[src/rtl/fp_sq_pkg.sv]
// Shared definitions for the iterative floating-point squarer.
// Latency: n/a (types, constants and elaboration-time helper functions only).
// Backpressure: n/a.
// Contents: FSM state encodings, flag bit positions, and format helpers
// (bias, all-ones exponent, canonical quiet NaN) parametrised by field widths.
package fp_sq_pkg;

  typedef logic [1:0] state_t;

  localparam state_t ST_IDLE  = 2'd0;
  localparam state_t ST_BOOTH = 2'd1;
  localparam state_t ST_NORM  = 2'd2;
  localparam state_t ST_DONE  = 2'd3;

  // Bit positions inside the {ovf, unf, inx} flag vector.
  localparam int OVF = 2;
  localparam int UNF = 1;
  localparam int INX = 0;

  function automatic int f_bias(input int exp_w);
    return (1 << (exp_w - 1)) - 1;
  endfunction

  // Helpers return a wide vector; callers size-cast to their field width.
  function automatic logic [63:0] f_exp_ones(input int exp_w);
    return (64'd1 << exp_w) - 64'd1;
  endfunction

  // Canonical qNaN: sign 0, exponent all ones, only the fraction MSB set.
  function automatic logic [63:0] f_qnan(input int exp_w, input int man_w);
    return (((64'd1 << exp_w) - 64'd1) << man_w) | (64'd1 << (man_w - 1));
  endfunction

endpackage

[src/rtl/fp_square_iter_booth.sv]
// Radix-4 Booth partial-product generator (one digit).
// Latency: combinational.
// Backpressure: none (pure function of its inputs).
// Ports: digit - 3-bit Booth window {b[2i+1], b[2i], b[2i-1]};
//        sig   - unsigned multiplicand; pp - two's-complement 0, +-S or +-2S,
//        sign-extended to PP_W bits and not yet shifted into position.
module booth_r4_pp #(
  parameter int SIG_W = 11,
  parameter int PP_W  = 24
) (
  input  logic [2:0]       digit,
  input  logic [SIG_W-1:0] sig,
  output logic [PP_W-1:0]  pp
);

  logic [PP_W-1:0] s1;
  logic [PP_W-1:0] s2;

  always_comb begin
    s1 = PP_W'(sig);
    s2 = s1 << 1;
    pp = '0;
    case (digit)
      3'b001, 3'b010: pp = s1;
      3'b011:         pp = s2;
      3'b100:         pp = -s2;
      3'b101, 3'b110: pp = -s1;
      default:        pp = '0;
    endcase
  end

endmodule

[src/rtl/fp_square_iter.sv]
// Sequential IEEE-754-style squarer: radix-4 Booth significand product, RNE rounding.
// Latency: normal operand -> out_valid 8 cycles after the acceptance cycle (binary16);
//          zero/subnormal/inf/NaN -> out_valid the cycle after acceptance.
// Backpressure: one operation in flight; in_ready only in IDLE, result held until out_ready.
// Ports: clk/rst (async active-high); in_valid/in_ready/in_data {sign,exp,frac};
//        out_valid/out_ready/out_data (squared value); out_flags {ovf, unf, inx}.
module fp_square_iter
  import fp_sq_pkg::*;
#(
  parameter int EXP_W = 5,
  parameter int MAN_W = 10
) (
  input  logic                   clk,
  input  logic                   rst,
  input  logic                   in_valid,
  output logic                   in_ready,
  input  logic [EXP_W+MAN_W:0]   in_data,
  output logic                   out_valid,
  input  logic                   out_ready,
  output logic [EXP_W+MAN_W:0]   out_data,
  output logic [2:0]             out_flags
);

  localparam int BIAS  = f_bias(EXP_W);
  localparam int W     = 1 + EXP_W + MAN_W;
  localparam int SIG_W = MAN_W + 1;
  localparam int P_W   = 2 * SIG_W;
  localparam int ACC_W = 2 * SIG_W + 2;
  localparam int N_DIG = (MAN_W + 3) / 2;
  localparam int MUL_W = 2 * N_DIG + 1;       // zero-extended significand plus sig[-1]
  localparam int PAD   = MUL_W - SIG_W - 1;
  localparam int CNT_W = $clog2(N_DIG);
  localparam int ER_W  = EXP_W + 2;

  localparam logic [CNT_W-1:0]       LAST_DIG = CNT_W'(N_DIG - 1);
  localparam logic [EXP_W-1:0]       EXP_ONES = EXP_W'(f_exp_ones(EXP_W));
  localparam logic [W-1:0]           QNAN     = W'(f_qnan(EXP_W, MAN_W));
  localparam logic [W-1:0]           PINF     = {1'b0, EXP_ONES, {MAN_W{1'b0}}};
  localparam logic signed [ER_W-1:0] ER_OVF   = ER_W'((1 << EXP_W) - 1);
  localparam logic signed [ER_W-1:0] ER_ZERO  = '0;

  state_t             state;
  logic [SIG_W-1:0]   sig_q;
  logic [MUL_W-1:0]   mul_q;
  logic [EXP_W-1:0]   exp_q;
  logic [ACC_W-1:0]   acc_q;
  logic [CNT_W-1:0]   cnt_q;

  logic [EXP_W-1:0]   in_exp;
  logic [MAN_W-1:0]   in_frac;
  logic [ACC_W-1:0]   pp;

  logic [P_W-1:0]     p;
  logic [P_W-1:0]     pn;
  logic               norm;
  logic [MAN_W-1:0]   kept;
  logic               g_bit;
  logic               s_bit;
  logic               rnd;
  logic [MAN_W:0]     man_r;
  logic signed [ER_W-1:0] e_r;
  logic [W-1:0]       res_data;
  logic [2:0]         res_flags;
  logic               unused_bits;

  assign in_exp    = in_data[W-2 -: EXP_W];
  assign in_frac   = in_data[MAN_W-1:0];
  assign in_ready  = (state == ST_IDLE);
  assign out_valid = (state == ST_DONE);

  // Sign is irrelevant to a square; the accumulator headroom above the
  // product and the normalised leading one are never read.
  assign unused_bits = ^{in_data[W-1], acc_q[ACC_W-1:P_W], pn[P_W-1]};

  booth_r4_pp #(
    .SIG_W (SIG_W),
    .PP_W  (ACC_W)
  ) u_booth (
    .digit (mul_q[2:0]),
    .sig   (sig_q),
    .pp    (pp)
  );

  // Normalise and round the completed product (value p / 2^(2*MAN_W), in [1,4)).
  always_comb begin
    p     = acc_q[P_W-1:0];
    norm  = p[P_W-1];
    pn    = norm ? p : (p << 1);
    kept  = pn[P_W-2 -: MAN_W];
    g_bit = pn[MAN_W];
    s_bit = |pn[MAN_W-1:0];
    rnd   = g_bit & (s_bit | kept[0]);
    // A carry out means the fraction wrapped to zero: the low bits are already
    // the renormalised fraction, only the exponent needs the extra increment.
    man_r = {1'b0, kept} + {{MAN_W{1'b0}}, rnd};
    e_r   = ER_W'({exp_q, 1'b0}) - ER_W'(BIAS) + ER_W'(norm) + ER_W'(man_r[MAN_W]);

    res_flags = '0;
    if (e_r >= ER_OVF) begin
      res_data       = PINF;
      res_flags[OVF] = 1'b1;
      res_flags[INX] = 1'b1;
    end else if (e_r <= ER_ZERO) begin
      res_data       = '0;
      res_flags[UNF] = 1'b1;
      res_flags[INX] = 1'b1;
    end else begin
      res_data       = {1'b0, e_r[EXP_W-1:0], man_r[MAN_W-1:0]};
      res_flags[INX] = g_bit | s_bit;
    end
  end

  always_ff @(posedge clk or posedge rst) begin
    if (rst) begin
      state     <= ST_IDLE;
      sig_q     <= '0;
      mul_q     <= '0;
      exp_q     <= '0;
      acc_q     <= '0;
      cnt_q     <= '0;
      out_data  <= '0;
      out_flags <= '0;
    end else begin
      case (state)
        ST_IDLE: begin
          if (in_valid) begin
            if (in_exp == '0) begin
              // Zero and subnormal inputs are flushed: the square is +0.
              out_data  <= '0;
              out_flags <= '0;
              state     <= ST_DONE;
            end else if (in_exp == EXP_ONES) begin
              out_data  <= (in_frac == '0) ? PINF : QNAN;
              out_flags <= '0;
              state     <= ST_DONE;
            end else begin
              sig_q <= {1'b1, in_frac};
              mul_q <= {{PAD{1'b0}}, 1'b1, in_frac, 1'b0};
              exp_q <= in_exp;
              acc_q <= '0;
              cnt_q <= '0;
              state <= ST_BOOTH;
            end
          end
        end
        ST_BOOTH: begin
          // Digits are consumed LSB-first; each carries weight 4^cnt.
          acc_q <= acc_q + (pp << {cnt_q, 1'b0});
          mul_q <= mul_q >> 2;
          cnt_q <= cnt_q + CNT_W'(1);
          if (cnt_q == LAST_DIG) state <= ST_NORM;
        end
        ST_NORM: begin
          out_data  <= res_data;
          out_flags <= res_flags;
          state     <= ST_DONE;
        end
        ST_DONE: begin
          if (out_ready) state <= ST_IDLE;
        end
        default: state <= ST_IDLE;
      endcase
    end
  end

endmodule

[config.mk]
export PLATFORM = sky130hd
export DESIGN_NAME = fp_square_iter
export DESIGN_NICKNAME = d
export VERILOG_FILES = /design/src/rtl/fp_sq_pkg.sv /design/src/rtl/fp_square_iter_booth.sv /design/src/rtl/fp_square_iter.sv
export SDC_FILE = /design/constraint.sdc
export NUM_CORES = 1
export LEC_CHECK = 0
export BUFFER_PORTS_ARGS = -buffer_cell sky130_fd_sc_hd__buf_2
export CELL_PAD_IN_SITES_DETAIL_PLACEMENT = 2
export CELL_PAD_IN_SITES_GLOBAL_PLACEMENT = 2
export CORE_UTILIZATION = 34
export DETAILED_ROUTE_END_ITERATION = 16
export PLACE_DENSITY_LB_ADDON = 0.1
export SLEW_MARGIN = 20
export SYNTH_ARGS = -nofsm -noshare
export SYNTH_HDL_FRONTEND = slang
export SYNTH_SLANG_ARGS = --single-unit
export TNS_END_PERCENT = 10
[constraint.sdc]
create_clock -name clk -period 4.6 [get_ports clk]
set_clock_uncertainty 0.1 [all_clocks]
set_input_delay 0.46 -clock clk [delete_from_list [all_inputs] [get_ports clk]]
set_output_delay 0.46 -clock clk [all_outputs]
set_load 0.02 [all_outputs]
==> impl_metrics.ini, run 1 <==
[yosys]
yosys.area.top_type_share = 0.307
netlist_area_um2 = 5950
ys_warn_count = 0
synth_edf_count = 0
ys_seq_elements = 73
syn_nets = 784
yosys-top-cells-area = dfrtp_1, ha_1, o21ai_0
synth-seq-area-share = 0.307
synthCells = 727
synth_top_flop_cell = dfrtp_1
yosysTopAreaCell = dfrtp_1
synth_cell_types = 69
synthArstFlopShare = 1.00
syn-mean-instance-area_um2 = 8.19

[floorplan]
die_area_um2 = 18000
start_util = 0.347
die_y_um = 134
coreArea_um2 = 17200
ios = 41
fp.dieW_um = 134
core.rowCount = 48

[sta]
slew_headroom = 0.440
clock.fmax_ghz = 0.216
finalCriticalPeriod_ns = 4.62
finalHoldViolCount = 0
worstMarginPinSlew_ns = 0.838
fin_crit_sh = 1.01
setup_tns_ns = -0.0243
rsz0062_at_grt = yes
setup_ws_ns = -0.0243
slew_violations = 0
setup_violations = 1

[routing]
drt_pass1_iterations = 6
wl_per_cell_um = 20.6
drt_iter0_drc = 247
drc_errors = 0
dr_total_vias = 5820
avgViaCountPerCell = 5.52
drt-total-wl_um = 21700
drt.antenna.violating_nets = 0

[global_routing]
overflow = 0
antenna_found_initial = 0
grt_max_degree = 54
first_global_vias = 6478
grt_pass1_wl_um = 35000
track_usage = 0.247

[cts]
clock_latency_ns = 0.35
cts_tree = yes
htree_levels = 3
clock-sinks = 73
clk_pin_slew_ns = 0.07
cts_root_buf = clkbuf_16
cts_buffers = 9
cts_hold_buffers = 0
clockBufferDepth = 2

[placement]
hpwl_um = 15600
dp_cells = 1032
gp_congestion = 0.897
port_buffers = 38

[finish]
seq_area_um2 = 1830
antenna_cells = 0
area_growth_pct = 25.5
layout_common_cells = nand2_1, buf_4, dfrtp_1, o21ai_0, nor2_1
multi_input_area_um2 = 4070
layout_commonest_cell = nand2_1
final_nets = 881
finalNonFillerCells = 1054
fillers = 1943
drive_above_1_share = 0.270

[outcome]
status = finished, violations left
violations = setup timing

[worst_setup_path]
rrSetupSlack_ns = -0.02
cp.required_ns = 4.73
max_stage_delay_ns = 0.53
path_max_fanout = 7
worstPathArrival_ns = 4.75
crit_type = reg2reg
end_kind = flop
crit_path_start_kind = flop
slowest_stage = or4b_4
worstPathCellList = inv_2 > ha_2 > or4b_4 > o21ai_1 > xnor2_1 > a21oi_1 > o211a_1 > nor2_1 > a31oi_1 > mux2_2 > o22ai_1 > ha_1 > nand4_1 > or2_2 > o2111ai_1 > nand2_1 > o21ai_2 > a211oi_2 > xnor2_1 > buf_4 > nand2_1 > o211ai_1

[flow_run]
maxCapViolCount = 0

[worst_hold_path]
worst_hold_path_type = in2async

[power_and_ir_drop]
ir_worst_vdd_uv = 440
power.density_nw_per_um2 = 910
finalPower_uw = 6800
leakage_uw = 0.00335
[state kept, by name (all words and copies together), names as in the netlist]
signal,cells
exp_q,5
out_data,15
mul_q,12
state,2
cnt_q,3
out_flags,3
acc_q,22
sig_q,11
[area by class of cell]
cell class | instances | share of cell area
clock buffer | 12 | 0.0343
clock inverter | 4 | 0.00687
inverter | 20 | 0.0102
multi-input combinational | 587 | 0.544
sequential | 73 | 0.245
tap | 225 | 0.0377
timing repair buffer | 133 | 0.122
[repair_timing]
item | 4_1_cts | 5_1_grt
pin swaps | 1 | 12
setup buffers | 1 | 5
resized for setup | 18 | 38
setup endpoints to repair | 21 | 24
cloned | 0 | 0
[final timing paths]
kind	cells after the start	to	start
min reg2reg	2	out_data[11]	out_data[11]
max in group asynchronous	3	sig_q[3]	rst
min in group clk	2	sig_q[3]	in_data[3]
min	2	out_data[10]	rst
max reg2reg	22	acc_q[21]	sig_q[1]
max	22	acc_q[21]	sig_q[1]
[logic make-up after synthesis]
| family | synth area share |
|---|---|
| other cells | 0.000630 |
| flops | 0.307 |
| buf+inv | 0.0464 |
| xor+xnor | 0.0603 |
| compound gates | 0.220 |
| fa+ha+maj | 0.0807 |
| simple gates | 0.199 |
| mux | 0.0868 |
[critical path: cells and delay by family (launching register included)]
kind,cells,cell delay (ns)
buf+inv,2,0.22
compound gates,9,1.56
flops,1,0.39
fa+ha+maj,2,0.37
mux,1,0.29
simple gates,6,1.24
xor+xnor,2,0.33
[stage by stage]
step	hold WS, ns	area (µm²)	utilization	worst slack [ns]
floorplan	0.350	5960	-	0.116
global route	0.201	7470	0.435	-0.219
detailed placement	0.364	6910	0.402	-0.203
global placement	0.347	6910	0.402	-0.0313
CTS	0.272	7280	0.424	-0.0607
finish	0.140	7470	0.435	-0.0243
[power breakdown]
group          leakage (µW)  internal, µW  total (µW)  switching, µW
registers          0.000934           904        1190            291
logic               0.00227          2110        4840           2730
clock network      0.000149           451         769            318
[Yosys cell counts (4+ instances only)]
cell type and count:
mux2_2 21, xor2_1 13, nor2b_1 6, o21a_1 5, o211ai_1 5, inv_1 17
o21ai_0 78, a21oi_1 47, nor2_1 57, nand2_1 95, nor3_1 15, or4_1 4
nand2b_1 14, clkbuf_1 36, nand3_1 20, buf_2 5, a22o_1 13, xnor2_1 28
a211oi_1 4, or3_1 5, nor4_1 4, mux2i_1 28, nor3b_1 4, ha_1 36
dfrtp_1 73, a21o_1 12, a31oi_1 5, or2_2 4
[metal layers]
layer | GRT usage | part of all wire | routed length [µm] | vias up
met4 | 0.0624 | 0.014 | 306 | 0
met3 | 0.0306 | 0.018 | 385 | 29
met1 | 0.312 | 0.46 | 9900 | 2935
met5 | 0 | 0 | 0 | -
li1 | - | - | - | 2787
met2 | 0.442 | 0.51 | 11100 | 69
Power figures use the tool's default switching activity.
==> run 2, diff against run 1 <==
ABC_AREA = 1   (was not set)
CORE_UTILIZATION = 31   (was 34)
SYNTH_HIERARCHICAL = 1   (was not set)
==> run 2 against run 1 <==
Effect of this change: the flow now finishes without violations; sequential share of layout area up 1.2 points; worst setup slack better by 0.76 ns; area after synthesis up 7.2%; register-to-register slack better by 0.76 ns; critical endpoint unchanged; via count up 14%; total power down 12%; hold slack better by 0.10 ns; largest power group unchanged; clock-buffer cell count down 2; synthesized cell count up 39%; die area up 17%; combinational power down 14%; critical path type unchanged; non-clock buffer count down 87.
==> impl_metrics.ini, run 2 <==
[outcome]
status = complete, no violations

[worst_setup_path]
path_max_fanout = 5
worstPathArrival_ns = 4.06
crit_type = reg2reg
cp.required_ns = 4.79
end_kind = flop
crit_path_start_kind = flop

[power_and_ir_drop]
power.density_nw_per_um2 = 843
leakage_uw = 0.00369
ir_worst_vdd_uv = 289

[cts]
cts_tree = yes
cts_resized = 0
clockBufferDepth = 2
clock_latency_ns = 0.35
clk_pin_slew_ns = 0.07
htree_levels = 3
clock-sinks = 73
cts_buffers = 9
cts_root_buf = clkbuf_16

[worst_hold_path]
worst_hold_path_type = in2reg

[routing]
drc_errors = 0
wl_per_cell_um = 16.9
dr_total_vias = 6624
drt.antenna.violating_nets = 0
drt-total-wl_um = 22300
avgViaCountPerCell = 5.03
drt_iter0_drc = 231
drt_pass1_iterations = 4

[yosys]
synthCells = 1014
syn-mean-instance-area_um2 = 6.30
syn_nets = 1066
ys_warn_count = 6
netlist_area_um2 = 6380

[finish]
fillers = 2571
reg_top3 = acc_q (22), out_data (15), mul_q (12)
largest-register = acc_q
final_nets = 1093
area_growth_pct = 11.3
layout_common_cells = nand2_1, inv_1, nor2_1, nand3_1, dfrtp_1
layout_commonest_cell = nand2_1
largest_register_ffs = 22
drive_above_1_share = 0.0946
seq_area_um2 = 1830
multi_input_area_um2 = 3890
antenna_cells = 0

[floorplan]
start_util = 0.315
coreArea_um2 = 20200
core.rowCount = 52
die_y_um = 146
die_area_um2 = 21200
ios = 41
fp.dieW_um = 146

[flow_run]
maxCapViolCount = 0

[sta]
finalCriticalPeriod_ns = 3.87
fin_hold_ws_ns = 0.245
setup_violations = 0
rsz0062_at_grt = no
clock.fmax_ghz = 0.259
slew_violations = 0
slew_headroom = 0.489
fin_crit_sh = 0.841
worstMarginPinSlew_ns = 0.765
finalHoldViolCount = 0
setup_tns_ns = 0

[global_routing]
grt_max_degree = 49
antenna_found_initial = 0
overflow = 0
track_usage = 0.225
first_global_vias = 7138
grt_pass1_wl_um = 37900

[placement]
hpwl_um = 17900
port_buffers = 38
gp_congestion = 0.845
## run 2: path summary, 6_finish.rpt
| path | startpoint | to | slack, ns | cells after the start |
|---|---|---|---|---|
| hold / removal | in_data[3] | sig_q[3] | 0.24 | 3 |
| setup reg to reg | sig_q[0] | acc_q[21] | 0.73 | 24 |
| max in group asynchronous | rst | cnt_q[0] | 2.95 | 5 |
| hold reg to reg | out_data[11] | out_data[11] | 0.38 | 2 |
| min in group asynchronous | rst | out_data[11] | 0.52 | 3 |
| setup / recovery | sig_q[0] | acc_q[21] | 0.73 | 24 |
## run 2: routing by layer
layer,up-vias,wire length [µm],track usage
met4,0,462,0.0711
met1,3231,10800,0.296
met3,26,398,0.0285
li1,3304,-,-
met2,63,10600,0.383
met5,-,0,0
## run 2: timing repair
item,in CTS,in global routing
buffers inserted,0,0
endpoints found under the hold margin,0,7
hold buffers,0,1
## run 2: layout make-up
cell class                 instances  share of cell area
clock buffer                      10              0.0336
clock inverter                     6             0.00686
inverter                         132              0.0699
multi-input combinational        779               0.548
sequential                        73               0.257
tap                              270              0.0475
timing repair buffer              46              0.0373
## run 2: power by group
group          switching [µW]  total, µW  internal [µW]
combinational            2880       4180           1300
sequential                216       1110            890
clock                     320        705            385
total                    3410       5990           2580
## run 2: metrics by stage
step	utilization	setup WS (ns)	total power (µW)	instance area (µm²)	cells
5_1_grt	0.351	0.246	6710	7110	1316
3_3_place_gp	0.336	0.818	5220	6790	1298
6_report	0.351	0.733	5990	7110	1316
3_5_place_dp	0.336	0.709	5350	6790	1298
4_1_cts	0.350	0.650	6100	7080	1314
2_1_floorplan	-	1.58	4120	6380	1014
## run 2: critical path, stage by stage, from the launching register on
cell and delay [ns]:
dfrtp_1 0.40, inv_1 0.13, ha_1 0.25, nand2_1 0.14, nor2_1 0.21, nand3_1 0.13
nand3_1 0.10, nand3b_1 0.13, nand2_1 0.12, nand2_1 0.07, nand2_1 0.05, o21ai_0 0.14
nand2_1 0.11, o21ai_0 0.16, ha_1 0.41, nand2_1 0.12, nor2_1 0.25, inv_1 0.07
nor2_1 0.13, nand2_1 0.07, nand2_1 0.16, nand2_1 0.07, nand3_1 0.07, nand3_1 0.12
nand2_1 0.09
